$ cat config.mk
export PLATFORM = sky130hd
export DESIGN_NAME = csat_sweep_driver
export DESIGN_NICKNAME = d
export VERILOG_FILES = /design/src/rtl/csat_sweep_driver.sv
export SDC_FILE = /design/constraint.sdc
export NUM_CORES = 1
export LEC_CHECK = 0
export ABC_CLOCK_PERIOD_IN_PS = 3300
export BUFFER_PORTS_ARGS = -buffer_cell sky130_fd_sc_hd__buf_2
export CAP_MARGIN = 40
export CORE_ASPECT_RATIO = 0.9
export CORE_MARGIN = 2
export CORE_UTILIZATION = 26
export DETAILED_ROUTE_END_ITERATION = 6
export MAX_ROUTING_LAYER = met4
export PLACE_DENSITY = 0.46
export SETUP_SLACK_MARGIN = 0.02
export SYNTH_ARGS = -nofsm -noshare
export SYNTH_HDL_FRONTEND = slang
export SYNTH_SLANG_ARGS = --single-unit
$ cat constraint.sdc
create_clock -name clk -period 3.3 [get_ports clk]
set_input_delay 0.33 -clock clk [delete_from_list [all_inputs] [get_ports clk]]
set_output_delay 0.33 -clock clk [all_outputs]
set_load 0.05 [all_outputs]
$ cat src/rtl/csat_sweep_driver.sv
// Exhaustive assignment sweeper for one combinational CSAT benchmark netlist.
// Issues one candidate per cycle, aligns sat_in by LATENCY, reports the first hit or exhaustion.
module csat_sweep_driver #(
  parameter int NUM_VARS = 13,
  parameter int LATENCY  = 0
) (
  input  logic                clk,
  input  logic                rst_n,
  input  logic                start,
  input  logic                abort,
  output logic [NUM_VARS-1:0] assign_out,
  input  logic                sat_in,
  output logic                busy,
  output logic                result_valid,
  input  logic                result_ready,
  output logic                found,
  output logic [NUM_VARS-1:0] solution,
  output logic [NUM_VARS:0]   eval_count
);

  typedef enum logic [1:0] {S_IDLE, S_SWEEP, S_DRAIN, S_REPORT} state_t;

  localparam logic [NUM_VARS-1:0] ONE_A = {{(NUM_VARS-1){1'b0}}, 1'b1};
  localparam logic [NUM_VARS:0]   ONE_E = {{NUM_VARS{1'b0}}, 1'b1};

  state_t                         r_state, w_nstate;
  // Stage 0 is the candidate currently driven; stage LATENCY is the one whose sat_in is due now.
  logic [LATENCY:0]               r_vld_pipe;
  logic [LATENCY:0][NUM_VARS-1:0] r_cand_pipe;
  logic                           r_found;
  logic [NUM_VARS-1:0]            r_solution;
  logic [NUM_VARS:0]              r_eval;

  logic [NUM_VARS-1:0] w_nassign;
  logic                w_active, w_chk, w_hit, w_last, w_younger, w_clear, w_flush;

  assign w_active = (r_state == S_SWEEP) || (r_state == S_DRAIN);
  assign w_chk    = w_active && r_vld_pipe[LATENCY];
  assign w_hit    = w_chk && sat_in;
  assign w_last   = &r_cand_pipe[0];

  always_comb begin
    w_younger = 1'b0;
    for (int i = 0; i < LATENCY; i++) w_younger = w_younger | r_vld_pipe[i];
  end

  always_comb begin
    w_nstate  = r_state;
    w_nassign = r_cand_pipe[0];
    w_clear   = 1'b0;
    w_flush   = 1'b0;
    case (r_state)
      S_IDLE: if (start) begin
        w_nstate  = S_SWEEP;
        w_nassign = '0;
        w_clear   = 1'b1;
        w_flush   = 1'b1;
      end
      S_SWEEP: begin
        if (w_hit) begin
          w_nstate = S_REPORT;
          w_flush  = 1'b1;
        end else if (w_last) begin
          w_nstate = (LATENCY == 0) ? S_REPORT : S_DRAIN;
        end else begin
          w_nassign = r_cand_pipe[0] + ONE_A;
        end
      end
      S_DRAIN: begin
        if (w_hit) begin
          w_nstate = S_REPORT;
          w_flush  = 1'b1;
        end else if (!w_younger) begin
          w_nstate = S_REPORT;
        end
      end
      S_REPORT: if (result_ready) w_nstate = S_IDLE;
      default:  w_nstate = S_IDLE;
    endcase
    if (abort) begin
      w_nstate  = S_IDLE;
      w_nassign = r_cand_pipe[0];
      w_clear   = 1'b0;
      w_flush   = 1'b1;
    end
  end

  always_ff @(posedge clk or negedge rst_n) begin
    if (!rst_n) begin
      r_state     <= S_IDLE;
      r_vld_pipe  <= '0;
      r_cand_pipe <= '0;
      r_found     <= 1'b0;
      r_solution  <= '0;
      r_eval      <= '0;
    end else begin
      r_state        <= w_nstate;
      r_vld_pipe[0]  <= (w_nstate == S_SWEEP);
      r_cand_pipe[0] <= w_nassign;
      for (int i = 1; i <= LATENCY; i++) begin
        r_vld_pipe[i]  <= r_vld_pipe[i-1] & ~w_flush;
        r_cand_pipe[i] <= r_cand_pipe[i-1];
      end
      if (w_clear) begin
        r_found    <= 1'b0;
        r_solution <= '0;
        r_eval     <= '0;
      end else if (!abort) begin
        if (w_chk) r_eval <= r_eval + ONE_E;
        if (w_hit) begin
          r_found    <= 1'b1;
          r_solution <= r_cand_pipe[LATENCY];
        end
      end
    end
  end

  assign assign_out   = r_cand_pipe[0];
  assign busy         = w_active;
  assign result_valid = (r_state == S_REPORT);
  assign found        = r_found;
  assign solution     = r_solution;
  assign eval_count   = r_eval;

endmodule

==> results.yml <==
run_status:
  status: "completed"
pwr:
  leakage_nw: 1.34
  p_comb_frac: 0.170
  internal-power_uw: 838
  peakVddDrop_v: 0.000150
  switchingPower_uw: 363
  power_mw: 1.20
  pwr-share-clk: 0.342
  sw_frac_of_total: 0.302
  power_density_mw_per_mm2: 438
  seq_power_share: 0.488
global_routing:
  grt_pass1_wl_um: 9280
  first_global_vias: 1719
  grt_max_degree: 27
  antenna_found_initial: 0
  grt_overflow_total: 0
  grt_usage: 0.130
finish:
  fillers: 891
  layoutNonFillerInstCount: 387
  nets: 279
  antenna_cells: 0
  final_common_cell: "buf_2"
  drive_above_1_share: 0.272
  final_cell_mix: "buf_2, dfrtp_1, nand2_1, nor2_1"
  area_growth_pct: 22.2
job:
  cap_viol_max_count: 0
synthesis:
  synth-simple-area-share: 0.229
  yosysSeqAreaShare: 0.491
  avgSynthCellArea_um2: 10.3
  synth-edff-count: 0
  synthesis.nets: 229
  synth-seq-cells: 44
  synth-compound-area-share: 0.154
  yosys-mux-area-fraction: 0.0223
  synth_top_family_by_area: "simple AND/OR/NAND/NOR gates"
  netlist_instances: 217
  ys_async_sr_fraction: 1.00
  synth_ff_type: "dfrtp_1"
  synth_area_mm2: 0.00224
  synthAdderAreaFrac: 0.0334
  synth.distinct_cells: 43
  yosysWarnings: 0
  synth_xor_area_frac: 0.0351
floorplanning:
  die_w_um: 102
  die_area_mm2: 0.00939
  fp.dieH_um: 92.1
  io_pins: 49
  initial_utilization: 0.264
  core_area_mm2: 0.00849
  rows: 32
drt:
  route.vias.total: 1792
  drc_errors: 0
  ant_nets: 0
  avgRoutedWirePerCell_um: 14.5
  firstDrtPassIters: 4
  drt-vias-per-instance: 4.63
  drt_iter0_drc: 99
  wirelength_um: 5630
worst_setup_path:
  worstRegToRegCells: 7
  crit_fanout: 10
  r2r-start: "r_state[1]"
  worst_setup_path_end_kind: "flop"
  worstSetupPathType: "reg2reg"
  slowest_stage: "or4_1"
  crit_chain: "inv_1 -> ha_1 -> nand2b_1 -> o2111ai_1 -> buf_4 -> or4_1 -> a21oi_1"
  timing.reg2reg.setup_slack_ns: 0.94
  worstPathRequired_ns: 3.52
  r2r_end: "assign_out[5]"
  cp-start-kind: "flop"
  max_stage_delay_ns: 0.50
  worstPathArrival_ns: 2.58
clock_tree:
  clk_latency_ns: 0.30
  cts_tree: "done"
  cts_max_level: 2
  hold_buffers: 1
  postCtsSetupRepairBufs: 0
  clockRootBuffer: "clkbuf_8"
  cts.sinks: 44
  cts_buffers: 5
  clk_path_buf_depth: 2
  cts_resized: 0
  clk_pin_slew_ns: 0.08
placement:
  post-place-ws_ns: 0.958
  gp_congestion: 0.773
  place_hpwl_um: 4130
  dp_cells: 378
  io_buffers: 48
sta:
  finalSetupViolations: 0
  setup_slack_ns: 0.942
  rsz0062_at_grt: "false"
  worst_pin_slew_ns: 0.593
  finalMaxSlewViolations: 0
  hold_violations: 0
  period_minus_slack_ns: 2.36
  final.setup.tns_ns: 0
  fin_worst_skew_ns: 0.00503
  fmax_mhz: 424
  final.period_utilization: 0.715
  slew_headroom: 0.601
hold_path:
  hold_path_class: "in2reg"
  min_from: "abort"
  whs_path_depth: 2
  worstHoldEndpoint: "r_state[1]"
-- kinds of logic after synthesis --
kind of cell	Yosys count
fa+ha+maj	6
flops	44
mux	5
compound gates	49
xor+xnor	9
buf+inv	17
simple gates	87
-- registers in the layout (all words and copies together), names as in the netlist --
| register | cells |
|---|---|
| found | 1 |
| r_vld_pipe | 1 |
| eval_count | 14 |
| solution | 13 |
| assign_out | 13 |
| r_state | 2 |
-- worst max-delay path by stage --
stage | to | cells after the start | slack (ns) | startpoint
finish | assign_out[5] | 7 | 0.94 | r_state[1]
global route | assign_out[6] | 7 | 0.75 | r_state[1]
global placement | assign_out[5] | 6 | 0.85 | r_state[1]
detailed placement | assign_out[4] | 7 | 0.96 | r_state[1]
floorplan | eval_count[8] | 6 | 0.96 | r_state[1]
CTS | assign_out[5] | 7 | 0.94 | r_state[1]
-- final cells by class --
class	count	area (um^2)	area share
tap	119	149	0.0543
sequential	44	1100	0.401
timing repair buffer	54	300	0.109
clock inverter	2	35.0	0.0128
multi-input combinational	156	1060	0.388
inverter	6	22.5	0.00821
clock buffer	6	72.6	0.0264
-- through the flow --
step           cell area (um^2)  hold slack (ns)  utilization
2_1_floorplan              2240           0.0344            -
3_3_place_gp               2590            0.464        0.305
3_5_place_dp               2630            0.317        0.309
4_1_cts                    2740            0.324        0.323
5_1_grt                    2740            0.333        0.323
6_report                   2740            0.318        0.323
-- critical path: cells and delay by family (launching register included) --
family	cells	cell delay [ns]
buffers and inverters	2	0.38
adder cells (fa/ha/maj)	1	0.31
flip-flops	1	0.44
AND/OR/NAND/NOR	2	0.68
AO/OA/AOI/OAI	2	0.48
-- per-layer routing --
metal	wire length, um	vias up	global-route usage
met4	89	0	0.0467
met1	2870	842	0.191
met3	219	7	0.0213
met5	0	-	-
li1	-	911	-
met2	2450	32	0.178
-- cell usage after synthesis (3+ instances only) --
library cell | instances | area share
o31ai_1 | 5 | 0.017
dfrtp_1 | 44 | 0.49
nand4_1 | 6 | 0.017
nand3_1 | 7 | 0.016
o21ai_0 | 9 | 0.020
a22o_1 | 13 | 0.051
xnor2_1 | 7 | 0.027
or3_1 | 6 | 0.017
buf_2 | 4 | 0.0089
nor4b_1 | 3 | 0.012
nand2_1 | 19 | 0.032
a21oi_1 | 13 | 0.029
nor2_1 | 15 | 0.025
or4_1 | 5 | 0.017
mux2i_1 | 5 | 0.022
or2_2 | 4 | 0.011
clkbuf_1 | 5 | 0.0084
inv_1 | 6 | 0.010
nor4_1 | 5 | 0.014
ha_1 | 6 | 0.033
-- power groups by stage --
stage                     registers, mW  clock network [mW]  logic, mW
after floorplan                   0.647                   0     0.0880
after global placement            0.596                   0      0.198
after detailed placement          0.598                   0      0.205
after CTS                         0.587               0.427      0.208
after global routing              0.591               0.452      0.222
final                             0.586               0.411      0.204
No activity file was read; power rests on OpenSTA's default activity.
